## src/rtl/keying_modulator.sv

```systemverilog
// ASK / FSK / BPSK keying modulator: DDS sine carrier keyed by a PRBS symbol stream.
// Define KEYMOD_EXT_DATA_EN to replace the internal PRBS with an external data_in/data_req pair.
module keying_modulator #(
  parameter int DAC_W   = 10,
  parameter int LUT_AW  = 8,
  parameter int PHASE_W = 24,
  parameter int LFSR_N  = 7
) (
  input  logic               clk,
  input  logic               rst,
  input  logic               enable,
  input  logic [1:0]         mode,
  input  logic [PHASE_W-1:0] fword0,
  input  logic [PHASE_W-1:0] fword1,
  input  logic [15:0]        sym_div,
`ifdef KEYMOD_EXT_DATA_EN
  input  logic               data_in,
  output logic               data_req,
`endif
  output logic [DAC_W-1:0]   dac_out,
  output logic               bit_out,
  output logic               sym_strobe
);

  typedef enum logic [1:0] {
    MODE_ASK  = 2'b00,
    MODE_FSK  = 2'b01,
    MODE_BPSK = 2'b10,
    MODE_OFF  = 2'b11
  } mode_e;

  localparam int                TBL     = 1 << LUT_AW;
  localparam logic [DAC_W-1:0]  MID     = {1'b1, {(DAC_W-1){1'b0}}};
  localparam logic [LUT_AW-1:0] HALF    = {1'b1, {(LUT_AW-1){1'b0}}};
  localparam longint            PI_Q30  = 64'sd3373259426;

  // Elaboration-time sine: quarter-wave folding plus a Q30 Taylor series.
  function automatic logic [DAC_W-1:0] sine_entry(input int k);
    int     q, kk, quad, j;
    longint x, x2, term, s, amp, mag;
    q    = TBL / 4;
    kk   = k % TBL;
    quad = kk / q;
    j    = kk % q;
    if (quad == 1 || quad == 3) j = q - j;
    x    = (PI_Q30 * longint'(j)) / longint'(2 * q);
    x2   = (x * x) >>> 30;
    term = x;
    s    = x;
    for (int n = 1; n < 12; n++) begin
      term = -((term * x2) >>> 30) / longint'((2 * n) * (2 * n + 1));
      s    = s + term;
    end
    amp = longint'(MID) - 64'sd1;
    mag = (amp * s + (64'sd1 <<< 29)) >>> 30;
    return (quad >= 2) ? DAC_W'(longint'(MID) - mag) : DAC_W'(longint'(MID) + mag);
  endfunction

  // NOTE: the sine ROM is pure constant logic and carries no reset; only state registers are reset.
  logic [DAC_W-1:0] lut [TBL];
  for (genvar k = 0; k < TBL; k++) begin : g_lut
    localparam logic [DAC_W-1:0] ENTRY = sine_entry(k);
    assign lut[k] = ENTRY;
  end

  logic [15:0]        sym_cnt;
  logic [15:0]        sym_lim;
  logic               wrap;
  logic [PHASE_W-1:0] phase;
  logic [PHASE_W-1:0] inc;
  mode_e              mode_q;

  // A period of zero would strobe every cycle; the minimum period is two cycles.
  assign sym_lim = (sym_div == 16'd0) ? 16'd1 : sym_div;
  assign wrap    = enable && (sym_cnt >= sym_lim);
  assign inc     = (mode_q == MODE_FSK && bit_out) ? fword1 : fword0;

  // NOTE: non-blocking assignments make every register update from pre-edge values.
  always_ff @(posedge clk) begin
    if (rst) begin
      sym_cnt    <= '0;
      sym_strobe <= 1'b0;
      mode_q     <= MODE_OFF;
      phase      <= '0;
    end else begin
      sym_strobe <= wrap;
      if (wrap) mode_q <= mode_e'(mode);
      if (enable) begin
        sym_cnt <= wrap ? 16'd0 : sym_cnt + 16'd1;
        phase   <= phase + inc;
      end
    end
  end

`ifdef KEYMOD_EXT_DATA_EN
  logic bit_q;

  always_ff @(posedge clk) begin
    if (rst)       bit_q <= 1'b1;
    else if (wrap) bit_q <= data_in;
  end

  assign bit_out  = bit_q;
  assign data_req = sym_strobe;
`else
  localparam int TAP = (LFSR_N == 7) ? 6 : (LFSR_N == 9) ? 5 : 14;
  logic [LFSR_N-1:0] lfsr;

  // The all-zero lock-up state is escaped by reloading all-ones.
  always_ff @(posedge clk) begin
    if (rst)               lfsr <= '1;
    else if (lfsr == '0)   lfsr <= '1;
    else if (wrap)         lfsr <= {lfsr[LFSR_N-2:0], lfsr[LFSR_N-1] ^ lfsr[TAP-1]};
  end

  assign bit_out = lfsr[LFSR_N-1];
`endif

  logic [LUT_AW-1:0] addr_d, addr_q;
  logic              act_d, act_q;

  assign addr_d = phase[PHASE_W-1 -: LUT_AW]
                + ((mode_q == MODE_BPSK && !bit_out) ? HALF : '0);
  assign act_d  = enable && (mode_q != MODE_OFF) && !(mode_q == MODE_ASK && !bit_out);

  always_ff @(posedge clk) begin
    if (rst) begin
      addr_q  <= '0;
      act_q   <= 1'b0;
      dac_out <= MID;
    end else begin
      addr_q  <= addr_d;
      act_q   <= act_d;
      dac_out <= act_q ? lut[addr_q] : MID;
    end
  end

endmodule

```

## config.mk

```make
export PLATFORM = sky130hd
export DESIGN_NAME = keying_modulator
export DESIGN_NICKNAME = d
export VERILOG_FILES = /design/src/rtl/keying_modulator.sv
export SDC_FILE = /design/constraint.sdc
export NUM_CORES = 1
export LEC_CHECK = 0
export ABC_AREA = 1
export BUFFER_PORTS_ARGS = -buffer_cell sky130_fd_sc_hd__buf_2
export CAP_MARGIN = 10
export CORE_MARGIN = 1.5
export CORE_UTILIZATION = 55
export DETAILED_ROUTE_END_ITERATION = 8
export GPL_TIMING_DRIVEN = 0
export HOLD_SLACK_MARGIN = 0.12
export PLACE_DENSITY = 0.79
export SYNTH_ARGS = -nofsm -noshare
export SYNTH_HDL_FRONTEND = slang
export SYNTH_SLANG_ARGS = --single-unit
```

## constraint.sdc

```tcl
create_clock -name clk -period 2.48 [get_ports clk]
set_input_delay 0.124 -clock clk [delete_from_list [all_inputs] [get_ports clk]]
set_output_delay 0.124 -clock clk [all_outputs]
set_load 0.005 [all_outputs]
```

Word-level counts from Yosys, hierarchy flattened --
Memories as Yosys holds them, arrays and structs flattened. A register that Yosys moved wholly into a read port is not among the register bits. Index checks and enable logic that the tools add are counted.
Storage, ports and cells: output and inout bits 12, ROM bits 2560, RAM bits 0, logic and storage cells 35, latch bits 0, input port bits 69, register bits 59, memories kept 1
Memories:
- (name not given) | words 256, bits a word 10, rd ports 1, clocked after memory_dff 1, wr ports 0, line 134 | dac_out <= act_q ? lut[addr_q] : MID;
Cells by class: eq/ne operators 3, divide/modulo/power cells 0, shift-type cells 0, bitwise operators 3, $lt $le $gt $ge 1, multipliers 0, reduce and logical (&&, ||, !) cells 13, multiplexer cells 4, add/sub/neg operators 3
Operators by type and width (number):
- $mux W16 | 2
- $add A24 B24 Y24 | 1
- $mux W24 | 1
- $add A16 B1 Y16 const B | 1
- $ge A16 B16 Y1 | 1
- $logic_not A16 Y1 | 1
- $not A8 Y9 | 1
- $add A8 B8 Y8 | 1
- $mux W8 | 1
- $logic_not A7 Y1 | 1
- $logic_and A1 B1 Y1 | 6
- $reduce_or A2 Y1 | 2
- $eq A2 B1 Y1 const B | 1
- $eq A2 B2 Y1 const B | 1
- $logic_not A1 Y1 | 2
- $logic_not A2 Y1 | 1
- $ne A2 B2 Y1 const B | 1
- $not A1 Y1 | 1
- $xor A1 B1 Y1 | 1

Depth between registers and ports, before layout --
depth after elaboration 5, gate-level depth with buffers 20, depth with buffers taken out 18

Worst setup path before layout --
No wires, ideal clock.
path kind register to register, start point register lfsr[6], end point register phase[16], setup slack -110 ps, data required time 2371 ps, stages on the path, launching flop included 20, clock period less this slack 2590 ps, data arrival time 2481 ps, cells stage by stage dfxtp_1 > clkbuf_2 > nand2_1 > nor2_1 > clkbuf_1 > nand2_1 > nand2_1 > ha_1 > inv_1 > fa_1 > inv_1 > nand3_1 > nand3_1 > nand2_1 > nand3_1 > nand2_1 > nand3_1 > nand3_1 > nand2_1 > inv_1
Between the ends: longest elaborated chain between the ends 3
RTL lines:
- start, declared | line 107 | logic [LFSR_N-1:0] lfsr;
- start signal, assigned | line 113 | else if (wrap) lfsr <= {lfsr[LFSR_N-2:0], lfsr[LFSR_N-1] ^ lfsr[TAP-1]};
- $logic_and A1 B1 Y1 | line 76 | assign inc = (mode_q == MODE_FSK && bit_out) ? fword1 : fword0;
- $mux W24 | line 76
- $add A24 B24 Y24 | line 90 | phase <= phase + inc;
- end signal, assigned | line 90
- end, declared | line 69 | logic [PHASE_W-1:0] phase;
Every way passes these cells. A chain may end at the register's enable or synchronous reset.

Worst setup path in the final report --
start point register lfsr[6], end point register phase[13]
The elaborated chain is that of the path after synthesis.

==> results.cfg <==
[synth]
syn_inst = 1306
synth.avg_cell_area_um2 = 5.56
synth_edf_count = 0
yosysWarnings = 0
mappedNetlistArea_um2 = 7260
synth_top_cell_area_share = 0.233
synth_seq_cells = 69
seq_area_frac_synth = 0.190
synth_nets = 1432
ys_async_sr_fraction = 0
synth_top_cell_by_area = nand2_1
synth.distinct_cells = 47
yosys-top-cells-area = nand2_1, dfxtp_1, ha_1
synth-main-ff-cell = dfxtp_1

[clock_network]
clock_sinks = 69
clk_path_buf_depth = 2
clk_pin_slew_ns = 0.07
root_buffer = clkbuf_16
cts_buffers = 9
cts_tree = yes
worstSkewPairLatency_ns = 0.37
htree_levels = 3

[timing]
layout_setup_ws_ns = -0.232
fmax_mhz = 369
finalHoldWorstSlack_ns = 0.217
final_hold_viol_count = 0
max_slew.worst_pin.slew_ns = 1.03
timing.slew.headroom = 0.313
setup_viol = 17
period_needed_ns = 2.71
report.final.slew_viol_count = 0
finClkSkew_ns = 0.0171
finalCritPeriodShare = 1.09
rsz0062_at_grt = true

[flow_run]
drv_cap = 0

[pwr]
clock_power_share = 0.330
powerDensity_nw_per_um2 = 518
p_sw_mw = 1.92
internal_power_mw = 2.68
p_total_mw = 4.60
power.leakage_nw = 4.73
power.share.sequential = 0.269
pwr-share-comb = 0.401
switching_share = 0.417
vdd_drop_max_mv = 0.410

[routing]
viasPerCell = 6.30
drc = 0
drt_iter0_drc = 1750
vias = 10100
first_pass_iters = 7
antenna_left = 0
wire_per_inst_um = 21.2
routed_wl_mm = 33.8

[worst_setup_path]
arrival_ns = 2.96
worst-path-max-fanout = 6
critPathLaunch = lfsr[6]
reg2reg_depth = 15
r2r-start = lfsr[6]
startpoint_type = register
timing.rr.end = phase[13]
path_class = reg -> reg
rrSetupSlack_ns = -0.23
endpoint_kind = register
critPathRequiredTime_ns = 2.72

[outcome]
status = complete, but fails checks
violations = setup timing

[finish]
drive_gt1_frac = 0.181
nNetsFinal = 1544
antenna_cells = 0
syn2layout_area_growth_pct = 22.4

[global_route]
grt_max_degree = 15
grt.total_usage = 0.433
grt_pass1_wl_mm = 46.8
grt-ovfl-total = 0
use_met1 = 0.501
antenna_found_initial = 0
top_usage_layer = met2
grt_use_met2 = 0.711
grt_pass1_vias = 9107
use_met3 = 0.0882

[die]
dieHeight_um = 118
core_area_um2 = 12700
initial_core_util = 0.570
die_w_um = 118
die_area_um2 = 13900
rows = 41
io_pins = 81

[placed_design]
portBuffers = 80
dpl.hpwl_mm = 21.2
place.gp.congestion = 1.07
place_ws_ns = -0.618

[hold_path]
hold_end = mode_q[0]
hp-start = enable
hold_class = in -> reg
min_path_cells = 4
## layer usage
metal / vias to the layer above / share of wire / wire (um)
met2: 976 / 0.42 / 14300
met3: 346 / 0.13 / 4520
met1: 4351 / 0.34 / 11600
met4: 0 / 0.098 / 3320
li1: 4379 / - / -
met5: - / 0 / 0
## worst max path at each step
stage          cells after the start  slack (ns)         end
6_report                          15       -0.23   phase[13]
5_1_grt                           15       -0.37   phase[18]
4_1_cts                           14      -0.007   phase[19]
3_5_place_dp                      18       -0.62   phase[16]
3_3_place_gp                      11       -0.57  dac_out[4]
2_1_floorplan                     19        0.05   phase[16]
## kinds of logic (layout without fill, tap and decap cells)
group | Yosys count | after routing | share of synthesized area
muxes | 1 | 1 | 0.00138
DFF | 69 | 69 | 0.190
xor gates and xnor gates | 15 | 15 | 0.0181
AOI/OAI and AO/OA | 177 | 177 | 0.134
adders and majority gates | 57 | 57 | 0.0993
buffers and inverters | 225 | 341 | 0.124
and+or+nand+nor | 762 | 763 | 0.433
## layout by cell type (no fill, tap or decap), types with 11 or more instances in the layout
master   Yosys  final
o21ai_0     61     60
ha_1        56     39
buf_4        5     23
nand4_1     12     12
nand2_1    450    420
nor2_1     147    134
ha_4         0     11
nand2_2      7     33
a21oi_1     79     75
nand3_2      3     12
inv_1      176    170
dfxtp_1     69     63
xor2_1      11     11
buf_2       20     99
nand3_1    114    103
## worst max-delay path, stage by stage, from the launching register on
cell     delay [ns]
dfxtp_4        0.41
nand2_4        0.07
nor2_4         0.20
buf_4          0.19
nand2_1        0.07
nand2_1        0.19
ha_4           0.27
or2_2          0.35
nand3_2        0.11
nand2_2        0.10
nand2_1        0.08
nand3_1        0.10
nand2_1        0.11
nand2_1        0.05
o21ai_0        0.22
inv_1          0.07
## sequential cells by signal, indices dropped and copies added (netlist names)
signal	flops
addr_q	8
mode_q	2
phase	24
dac_out	10
lfsr	7
sym_cnt	16
act_q	1
sym_strobe	1
## synth_stat cells (4+ instances only)
library cell	n
xnor2_1	4
o211ai_1	8
o21bai_1	4
nand3_1	114
o21ai_0	61
nor2_2	4
inv_2	5
nand4_1	12
a22oi_1	4
nand2_1	450
buf_4	5
a21oi_1	79
nor3_1	10
xor2_1	11
nand2_2	7
buf_2	20
nor2_1	147
ha_1	56
clkbuf_1	12
o21ai_1	4
inv_1	176
dfxtp_1	69
nor4_1	6
## what timing repair did
action	in CTS	in global routing
buffers inserted	10	7
endpoints found under the hold margin	2	0
hold buffers	2	0
resized for setup	44	89
setup endpoints to repair	26	24
pin swaps	3	13
gates cloned	1	2
## layout make-up
| type | count | area, um2 |
|---|---|---|
| multi-input cells | 1013 | 5420 |
| inverters | 183 | 693 |
| flip-flops and latches | 69 | 1400 |
| clock buffers | 10 | 239 |
| well taps | 172 | 215 |
| fillers | 1082 | 3840 |
| plain buffers | 41 | 255 |
| clock inverters | 6 | 91.3 |
| repair buffers | 101 | 571 |
## metrics by stage
stage           TNS, ns   util  std cells  instance area [um2]
3_5_place_dp      -8.07  0.619       1558                 7880
6_report          -1.88  0.698       1595                 8880
4_1_cts        -0.00701  0.667       1587                 8480
3_3_place_gp      -7.49  0.619       1558                 7880
2_1_floorplan         0      -       1306                 7260
5_1_grt           -2.82  0.698       1595                 8880
## power by group through the flow
stage / registers [mW] / clock network (mW) / logic, mW
CTS: 1.22 / 1.50 / 1.52
detailed placement: 1.24 / 0 / 1.46
finish: 1.23 / 1.52 / 1.84
floorplan: 1.22 / 0 / 1.03
global placement: 1.24 / 0 / 1.45
global route: 1.24 / 1.54 / 1.96
No activity file was read; power rests on OpenSTA's default activity.
